===== src/rtl/load_store_unit.sv =====
// rtl/load_store_unit.sv - load/store unit between the pipeline and the word-addressed data memory
//
// Ports:
//   clk, reset        rising-edge clock, asynchronous active-high reset
//   req_*             pipeline request (valid/ready handshake, accepted only in IDLE)
//   rsp_*             one-cycle response pulse with extended load data and error bits
//   mem_*             word-addressed memory port; mem_read_data is a combinational read
module load_store_unit #(
  parameter int MEM_WORDS = 1024
) (
  input  logic        clk,
  input  logic        reset,
  input  logic        req_valid,
  output logic        req_ready,
  input  logic        req_write,
  input  logic [1:0]  req_size,
  input  logic        req_unsigned,
  input  logic [31:0] req_addr,
  input  logic [31:0] req_wdata,
  output logic        rsp_valid,
  output logic [31:0] rsp_rdata,
  output logic [1:0]  rsp_err,
  output logic        mem_write_en,
  output logic [31:0] mem_access_addr,
  output logic [31:0] mem_write_data,
  input  logic [31:0] mem_read_data
);

  localparam logic [1:0]  SIZE_BYTE  = 2'b00;
  localparam logic [1:0]  SIZE_HALF  = 2'b01;
  localparam logic [1:0]  SIZE_WORD  = 2'b10;
  localparam logic [1:0]  SIZE_ILL   = 2'b11;
  // Compared at 33 bits so a full 4 GiB memory would not wrap the limit.
  localparam logic [32:0] ADDR_LIMIT = 33'(MEM_WORDS) << 2;

  typedef enum logic [2:0] {
    IDLE = 3'd0,
    LOAD = 3'd1,
    RD   = 3'd2,
    WR   = 3'd3,
    RESP = 3'd4
  } state_t;

  state_t      state_q;
  state_t      state_d;

  logic [1:0]  size_q;
  logic        unsigned_q;
  logic [31:0] addr_q;
  logic [31:0] wdata_q;
  logic [31:0] mem_wdata_q;
  logic [31:0] rdata_q;
  logic [1:0]  err_q;

  logic        accept;
  logic        misaligned;
  logic        out_of_range;
  logic [1:0]  req_err;
  logic [7:0]  lane_byte;
  logic [15:0] lane_half;
  logic        sign_bit;
  logic [31:0] load_value;
  logic [31:0] merged_word;

  assign accept       = req_valid && (state_q == IDLE);
  assign misaligned   = ((req_size == SIZE_HALF) && req_addr[0])
                     || ((req_size == SIZE_WORD) && (req_addr[1:0] != 2'b00))
                     || (req_size == SIZE_ILL);
  assign out_of_range = ({1'b0, req_addr} >= ADDR_LIMIT);
  assign req_err      = {out_of_range, misaligned};

  // Lane extraction and sign/zero extension of the word being read.
  always_comb begin
    lane_byte  = 8'h00;
    case (addr_q[1:0])
      2'd0:    lane_byte = mem_read_data[7:0];
      2'd1:    lane_byte = mem_read_data[15:8];
      2'd2:    lane_byte = mem_read_data[23:16];
      default: lane_byte = mem_read_data[31:24];
    endcase
    lane_half  = addr_q[1] ? mem_read_data[31:16] : mem_read_data[15:0];
    sign_bit   = 1'b0;
    load_value = mem_read_data;
    case (size_q)
      SIZE_BYTE: begin
        sign_bit   = ~unsigned_q & lane_byte[7];
        load_value = {{24{sign_bit}}, lane_byte};
      end
      SIZE_HALF: begin
        sign_bit   = ~unsigned_q & lane_half[15];
        load_value = {{16{sign_bit}}, lane_half};
      end
      default: load_value = mem_read_data;
    endcase
  end

  // Old word with only the addressed lane replaced by the store data.
  always_comb begin
    merged_word = mem_read_data;
    case (size_q)
      SIZE_BYTE: begin
        case (addr_q[1:0])
          2'd0:    merged_word[7:0]   = wdata_q[7:0];
          2'd1:    merged_word[15:8]  = wdata_q[7:0];
          2'd2:    merged_word[23:16] = wdata_q[7:0];
          default: merged_word[31:24] = wdata_q[7:0];
        endcase
      end
      SIZE_HALF: begin
        if (addr_q[1]) merged_word[31:16] = wdata_q[15:0];
        else           merged_word[15:0]  = wdata_q[15:0];
      end
      default: merged_word = wdata_q;
    endcase
  end

  // FSM: state register
  always_ff @(posedge clk or posedge reset) begin
    if (reset) state_q <= IDLE;
    else       state_q <= state_d;
  end

  // FSM: next state
  always_comb begin
    state_d = state_q;
    case (state_q)
      IDLE: begin
        if (req_valid) begin
          if (req_err != 2'b00)       state_d = RESP;
          else if (!req_write)        state_d = LOAD;
          else if (req_size == SIZE_WORD) state_d = WR;
          else                        state_d = RD;
        end
      end
      LOAD:    state_d = RESP;
      RD:      state_d = WR;
      WR:      state_d = RESP;
      RESP:    state_d = IDLE;
      default: state_d = IDLE;
    endcase
  end

  // FSM: outputs decoded from state; mem_write_en falls with an async reset.
  always_comb begin
    req_ready    = (state_q == IDLE);
    mem_write_en = (state_q == WR);
    rsp_valid    = (state_q == RESP);
  end

  // Datapath registers. Error bits are captured at accept so an erroring
  // request reaches RESP with them already in place.
  always_ff @(posedge clk or posedge reset) begin
    if (reset) begin
      size_q      <= 2'b00;
      unsigned_q  <= 1'b0;
      addr_q      <= 32'h0;
      wdata_q     <= 32'h0;
      mem_wdata_q <= 32'h0;
      rdata_q     <= 32'h0;
      err_q       <= 2'b00;
    end else begin
      case (state_q)
        IDLE: begin
          if (accept) begin
            size_q     <= req_size;
            unsigned_q <= req_unsigned;
            addr_q     <= req_addr;
            wdata_q    <= req_wdata;
            err_q      <= req_err;
            // Word stores go straight to WR, so their data is loaded now.
            if (state_d == WR) mem_wdata_q <= req_wdata;
          end
        end
        LOAD: rdata_q     <= load_value;
        RD:   mem_wdata_q <= merged_word;
        RESP: begin
          rdata_q <= 32'h0;
          err_q   <= 2'b00;
        end
        default: ;
      endcase
    end
  end

  assign rsp_rdata       = rdata_q;
  assign rsp_err         = err_q;
  assign mem_access_addr = {2'b00, addr_q[31:2]};
  assign mem_write_data  = mem_wdata_q;

endmodule

===== config.mk =====
export PLATFORM = sky130hd
export DESIGN_NAME = load_store_unit
export DESIGN_NICKNAME = d
export VERILOG_FILES = /design/src/rtl/load_store_unit.sv
export SDC_FILE = /design/constraint.sdc
export NUM_CORES = 1
export LEC_CHECK = 0
export BUFFER_PORTS_ARGS = -buffer_cell sky130_fd_sc_hd__buf_2
export CAP_MARGIN = 25
export CORE_AREA = 3 3 120 122
export CTS_CLUSTER_DIAMETER = 100
export DETAILED_ROUTE_END_ITERATION = 10
export DIE_AREA = 0 0 123 125
export PLACE_DENSITY_LB_ADDON = 0.15
export SYNTH_ARGS = -nofsm -noshare
export SYNTH_HDL_FRONTEND = slang
export SYNTH_SLANG_ARGS = --single-unit

===== constraint.sdc =====
create_clock -name clk -period 5.1 [get_ports clk]
set_input_delay 0.255 -clock clk [delete_from_list [all_inputs] [get_ports clk]]
set_output_delay 0.255 -clock clk [all_outputs]
set_load 0.05 [all_outputs]

==> out/summary.txt, run 1 <==
worst setup path category: reg -> reg
Peak Freq: 311 MHz
total core area: 13300 um2
worst path required time: 5.40 ns
max_slew headroom: 0.251
Synth area leader: dfrtp_1
Max clock buf depth: 2
Seq/Total Area, Yosys: 0.494
site row count: 42
via count: 6149
vias in the first global route: 5776
cts hold-fix bufs: 0
placed cells: 1009
Synth cell types: 47
initial antenna violation count: 0
crit-path max FO: 26
Multi-input gate area: 2990 um2
CP Launch Type: flip-flop
Post-Route WL: 20500 um
die area: 15400 um2
post-layout util: 0.628
final worst path period share: 0.630
Slew @ Worst Pin: 1.12 ns
Mapped Cells: 706
Place WS: 2.01 ns
GRT Overall Usage: 0.267
#FFs+latches synth: 136
initial core utilization: 0.518
PortBufs: 201
Pre-antenna DRT Iters: 7
Netlist Area Pre-Place: 6890 um2
RSZ-0062 raised after global routing: false
nets: 958
wire length per cell after detailed routing: 19.7 um
# setup viols final: 0
Reg clk slew, reported paths: 0.06 ns
CTS buffer count: 17
Post-DP HPWL: 14500 um
clk_lat worst skew: 0.41 ns
Root Buffer: clkbuf_16
CP bufs+invs: 1
slowest CP cell: dfrtp_1
status: finished with violations
CP peak stage delay: 1.05 ns
largest net degree at the start of global routing: 82
Die Wd: 123 um
Fin. Hold Viols: 38
I/O pins: 204
EDFF count, synth: 0
Worst Hold Class: in -> async
ANT cells: 0
Max Cap Violations: 0
share of cells above drive strength 1: 0.326
Fin Hold WS: -0.0367 ns
Synth area leaders: dfrtp_1 49%, nand2_1 11%, a221o_1 7.0%, mux2_2 3.9%, mux2i_1 3.6%
H-tree levels: 4
first-pass GRT wire length: 32200 um
Fin Clk Skew: 0.00709 ns
P_leak: 4.36 nW
via/cell ratio: 5.89
crit end category: flip-flop
Iter 0 DRT Violations: 788
Die Height: 125 um
Final WS setup: 1.89 ns
post-synth top area share: 0.494
Async SR Flop Fraction: 1.00
reg-to-reg slack, setup: 1.89 ns
Max Slew Vio Count: 0
final non-filler cell total: 1044
maximum VDD drop: 0.233 mV
failing checks: hold timing
Post-synth top flop: dfrtp_1
CP Cell Sequence: clkinv_1 -> a21oi_4 -> mux2i_1 -> nor2_1 -> a221o_1
Ys Warns: 0
Placer Congestion: 0.840
Synth-to-Final Area Change: 21.2%
Reg area: 3400 um2
CTS resizes: 0
total grt overflow: 0
post-CTS setup buffer count: 0
CTS tree: done
average cell area after synthesis: 9.76 um2
filler cell count: 1174
critical path data arrival time: 3.51 ns
final setup TNS: 0 ns
clock sink count: 136
Crit path max-delay family: flip-flops
Final Critical Period: 3.21 ns
# DRC: 0
PD cells: 365 nW/um2
Routed Antenna Nets: 0
[worst reg2reg max path, cell delays in order (launching register included)]
cell and delay (ns):
dfrtp_1 1.05, clkinv_1 0.87, a21oi_4 0.58, mux2i_1 0.25, nor2_1 0.06, a221o_1 0.29
[cells in the mapped netlist, drive strengths merged, types with 8 or more instances]
| library cell | number |
|---|---|
| nand2 | 210 |
| dfrtp | 136 |
| a221o | 50 |
| buf | 49 |
| o21ai | 41 |
| nor2 | 36 |
| clkbuf | 31 |
| mux2i | 25 |
| mux2 | 24 |
| a222oi | 14 |
| a21oi | 13 |
| a21boi | 8 |
[metal layers]
layer | part of all wire | global-route usage | vias up
met5 | 0 | 0 | -
met4 | 0.020 | 0.0906 | 0
met3 | 0.11 | 0.0668 | 36
met2 | 0.45 | 0.386 | 350
met1 | 0.43 | 0.394 | 2977
li1 | - | - | 2786
[kinds of logic after synthesis]
group	Yosys count	share of synthesized area
other	1	0.000544
AOI/OAI and AO/OA	157	0.182
buffers and inverters	86	0.0737
muxes	51	0.0821
and+or+nand+nor	275	0.168
DFF	136	0.494
[through the flow]
stage	hold WS (ns)	area [um2]	total power [mW]
2_1_floorplan	0.360	6890	1.67
4_1_cts	0.000550	8300	3.05
5_1_grt	0.0179	8350	3.17
6_report	-0.0367	8350	3.05
3_3_place_gp	0.428	7670	1.78
3_5_place_dp	0.437	7690	1.80
[flip-flops by register name, indices dropped and copies added, names as in the netlist]
| signal | cells |
|---|---|
| addr_q | 32 |
| mem_write_data | 32 |
| rsp_err | 2 |
| rsp_rdata | 32 |
| size_q | 2 |
| state_q | 3 |
| unsigned_q | 1 |
| wdata_q | 32 |
[path summary, 6_finish.rpt]
| kind | startpoint | end | cells after the start |
|---|---|---|---|
| min | reset | addr_q[28] | 2 |
| max reg2reg | addr_q[1] | mem_write_data[1] | 5 |
| min reg2reg | addr_q[9] | addr_q[9] | 2 |
| max in group asynchronous | reset | wdata_q[9] | 3 |
| max | addr_q[1] | mem_write_data[1] | 5 |
| min in group clk | req_addr[6] | addr_q[6] | 3 |
[power breakdown]
part | internal [mW] | leakage [nW] | switching, mW
clock network | 0.808 | 0.305 | 0.446
registers | 1.15 | 1.73 | 0.0826
logic | 0.188 | 2.33 | 0.371
[placed cells by master, fill, tap and decap left out, types with 8 or more instances in the layout]
cell type,n
buf_2,201
o21ai_0,41
a222oi_1,14
dfrtp_1,136
a221o_1,48
nand2_1,207
a21boi_0,8
mux2i_1,25
clkbuf_16,17
a21oi_1,12
mux2_2,24
nor2_1,33
[cell type report]
class,instances,area share
tap,176,0.0264
clock buffer,25,0.0629
clock inverter,7,0.0105
inverter,6,0.00330
timing repair buffer,209,0.132
multi-input combinational,485,0.358
sequential,136,0.408
Note: power is estimated with default switching activity, not from simulation.
==> inputs of run 2 (changes only) <==
--- a/config.mk
+++ b/config.mk
@@ -7,10 +7,10 @@
 export LEC_CHECK = 0
 export BUFFER_PORTS_ARGS = -buffer_cell sky130_fd_sc_hd__buf_2
 export CAP_MARGIN = 25
-export CORE_AREA = 3 3 120 122
+export CORE_AREA = 3 3 126 128
 export CTS_CLUSTER_DIAMETER = 100
 export DETAILED_ROUTE_END_ITERATION = 10
-export DIE_AREA = 0 0 123 125
+export DIE_AREA = 0 0 129 131
 export PLACE_DENSITY_LB_ADDON = 0.15
 export SYNTH_ARGS = -nofsm -noshare
 export SYNTH_HDL_FRONTEND = slang
==> constraint.sdc (replaced) <==
create_clock -name clk -period 2.6 [get_ports clk]
set_input_delay 0.13 -clock clk [delete_from_list [all_inputs] [get_ports clk]]
set_output_delay 0.13 -clock clk [all_outputs]
set_load 0.05 [all_outputs]
==> run 2 against run 1 <==
Against the previous run: the flow now finishes without violations; utilization is 1.9 points lower; wire length grew 7.5%; count of clock-buffer cells in the layout did not move; setup slack got worse by 1.6 ns; clock skew up 0.0059 ns; critical path depth stayed put; die area grew 9.9%.
==> out/summary.txt, run 2 (synthesized netlist as in run 1, its figures left out) <==
# setup viols final: 0 (unchanged)
Psw: 1.81 mW (was 0.900 mW)
Routed Antenna Nets: 0 (unchanged)
Root Buffer: clkbuf_16 (unchanged)
CTS buffer count: 17 (unchanged)
CP bufs+invs: 0 (was 1)
nets: 1037 (was 958)
Max Slew Vio Count: 0 (unchanged)
via/cell ratio: 5.70 (was 5.89)
Post-Route WL: 22100 um (was 20500 um)
Slew @ Worst Pin: 1.03 ns (was 1.12 ns)
Fin. Hold Viols: 0 (was 38)
die area: 16900 um2 (was 15400 um2)
Reg area: 3400 um2 (unchanged)
H-tree levels: 4 (unchanged)
max_slew headroom: 0.312 (was 0.251)
crit-path max FO: 14 (was 26)
GRT Overall Usage: 0.262 (was 0.267)
final setup TNS: 0 ns (unchanged)
Max clock buf depth: 2 (unchanged)
# DRC: 0 (unchanged)
via count: 6465 (was 6149)
PD cells: 664 nW/um2 (was 365 nW/um2)
most common cell after layout, fill and taps aside: nand2_1 (unchanged)
Die Wd: 129 um (was 123 um)
cts hold-fix bufs: 69 (was 0)
total grt overflow: 0 (unchanged)
crit end category: flip-flop (unchanged)
largest net degree at the start of global routing: 66 (was 82)
CP Cell Sequence: nor2b_1 -> nand2_1 -> o22ai_1 -> a221oi_1 -> a21o_1 (was clkinv_1 -> a21oi_4 -> mux2i_1 -> nor2_1 -> a221o_1)
Crit path max-delay family: simple AND/OR/NAND/NOR gates (was flip-flops)
PortBufs: 201 (unchanged)
Reg clk slew, reported paths: 0.05 ns (was 0.06 ns)
worst setup path category: reg -> reg (unchanged)
maximum VDD drop: 0.501 mV (was 0.233 mV)
status: complete, no violations (was finished with violations)
RSZ-0062 raised after global routing: false (unchanged)
worst path required time: 2.90 ns (was 5.40 ns)
Synth-to-Final Area Change: 32.3% (was 21.2%)
Place WS: 0.352 ns (was 2.01 ns)
Worst Hold Class: in -> reg (was in -> async)
share of cells above drive strength 1: 0.307 (was 0.326)
ANT cells: 0 (unchanged)
clock sink count: 136 (unchanged)
slowest CP cell: nor2b_1 (was dfrtp_1)
site row count: 45 (was 42)
initial antenna violation count: 0 (unchanged)
Peak Freq: 426 MHz (was 311 MHz)
total core area: 15000 um2 (was 13300 um2)
Multi-input gate area: 2990 um2 (about the same)
post-CTS setup buffer count: 0 (unchanged)
vias in the first global route: 6132 (was 5776)
CTS tree: done (unchanged)
filler cell count: 1279 (was 1174)
P_leak: 4.68 nW (was 4.36 nW)
post-layout util: 0.609 (was 0.628)
Die Height: 131 um (was 125 um)
final worst path period share: 0.904 (was 0.630)
clk_lat worst skew: 0.42 ns (was 0.41 ns)
Fin Clk Skew: 0.0130 ns (was 0.00709 ns)
I/O pins: 204 (unchanged)
Final WS setup: 0.250 ns (was 1.89 ns)
Final Critical Period: 2.35 ns (was 3.21 ns)
initial core utilization: 0.460 (was 0.518)
Sw Ratio: 0.299 (was 0.295)
wire length per cell after detailed routing: 19.4 um (was 19.7 um)
Iter 0 DRT Violations: 591 (was 788)
CP Launch Type: flip-flop (unchanged)
commonest cells after routing, fill and taps aside: 207 x nand2_1, 201 x buf_2, 136 x dfrtp_1, 70 x dlygate4sd3_1, 48 x a221o_1 (was 207 x nand2_1, 201 x buf_2, 136 x dfrtp_1, 48 x a221o_1, 41 x o21ai_0)
Pre-antenna DRT Iters: 8 (was 7)
critical path data arrival time: 2.65 ns (was 3.51 ns)
Max Cap Violations: 0 (unchanged)
Comb pwr share: 0.204 (was 0.184)
P_int: 4.24 mW (was 2.15 mW)
CP peak stage delay: 0.79 ns (was 1.05 ns)
first-pass GRT wire length: 34100 um (was 32200 um)
Clock power frac: 0.401 (was 0.412)
Flop pwr share: 0.395 (was 0.405)
Post-DP HPWL: 15100 um (was 14500 um)
Placer Congestion: 0.903 (was 0.840)
CTS resizes: 0 (unchanged)
==> run 2: cell types whose count changed in the layout (fill, tap and decap cells not counted), moves of 2 or more <==
cell,previous run,this run
clkinvlp_4,1,3
dlygate4sd3_1,0,70
buf_8,2,0
buf_4,5,14
clkbuf_1,1,3
buf_12,0,2
==> run 2: final timing paths <==
| path | from | endpoint | slack, ns | cells after the start |
|---|---|---|---|---|
| max | addr_q[0] | rsp_rdata[0] | 0.25 | 5 |
| min | req_size[1] | size_q[1] | 0.02 | 3 |
| max reg2reg | addr_q[0] | rsp_rdata[0] | 0.25 | 5 |
| min reg2reg | wdata_q[16] | wdata_q[16] | 0.47 | 2 |
| max in group asynchronous | reset | addr_q[23] | 1.62 | 4 |
| min in group asynchronous | reset | addr_q[6] | 0.32 | 3 |
==> run 2: final cells by class <==
type,count,area share
flip-flops and latches,136,0.373
multi-input cells,485,0.328
repair buffers,288,0.205
clock buffers,25,0.0554
well taps,188,0.0258
clock inverters,7,0.00988
inverters,6,0.00288
==> run 2: metal layers <==
| metal | GRT usage | share of wire | wire length (um) |
|---|---|---|---|
| met5 | 0 | 0 | 0 |
| met3 | 0.0593 | 0.079 | 1750 |
| met4 | 0.0877 | 0.018 | 391 |
| met2 | 0.391 | 0.48 | 10500 |
| met1 | 0.380 | 0.43 | 9420 |
==> run 2: metrics by stage <==
step / std cells / power, mW / instance area, um2 / hold slack, ns
after detailed placement: 1032 / 3.56 / 7810 / 0.217
after global placement: 1032 / 3.54 / 7810 / 0.211
after floorplan: 707 / 3.28 / 6900 / 0.235
after CTS: 1133 / 6.07 / 9090 / 0.0000246
after global routing: 1135 / 6.31 / 9120 / 0.00760
final: 1135 / 6.05 / 9120 / 0.0163
==> run 2: power groups by stage <==
stage          Combinational (mW)  Clock (mW)  Sequential [mW]
2_1_floorplan               0.897           0             2.38
3_3_place_gp                 1.12           0             2.42
3_5_place_dp                 1.14           0             2.42
4_1_cts                      1.22        2.46             2.39
5_1_grt                      1.34        2.57             2.41
6_report                     1.23        2.43             2.39
==> run 2: worst min-delay path: cells and delay by family <==
family / cells / cell delay, ns
compound gates: 1 / 0.07
buf+inv: 1 / 0.13
simple gates: 1 / 0.07
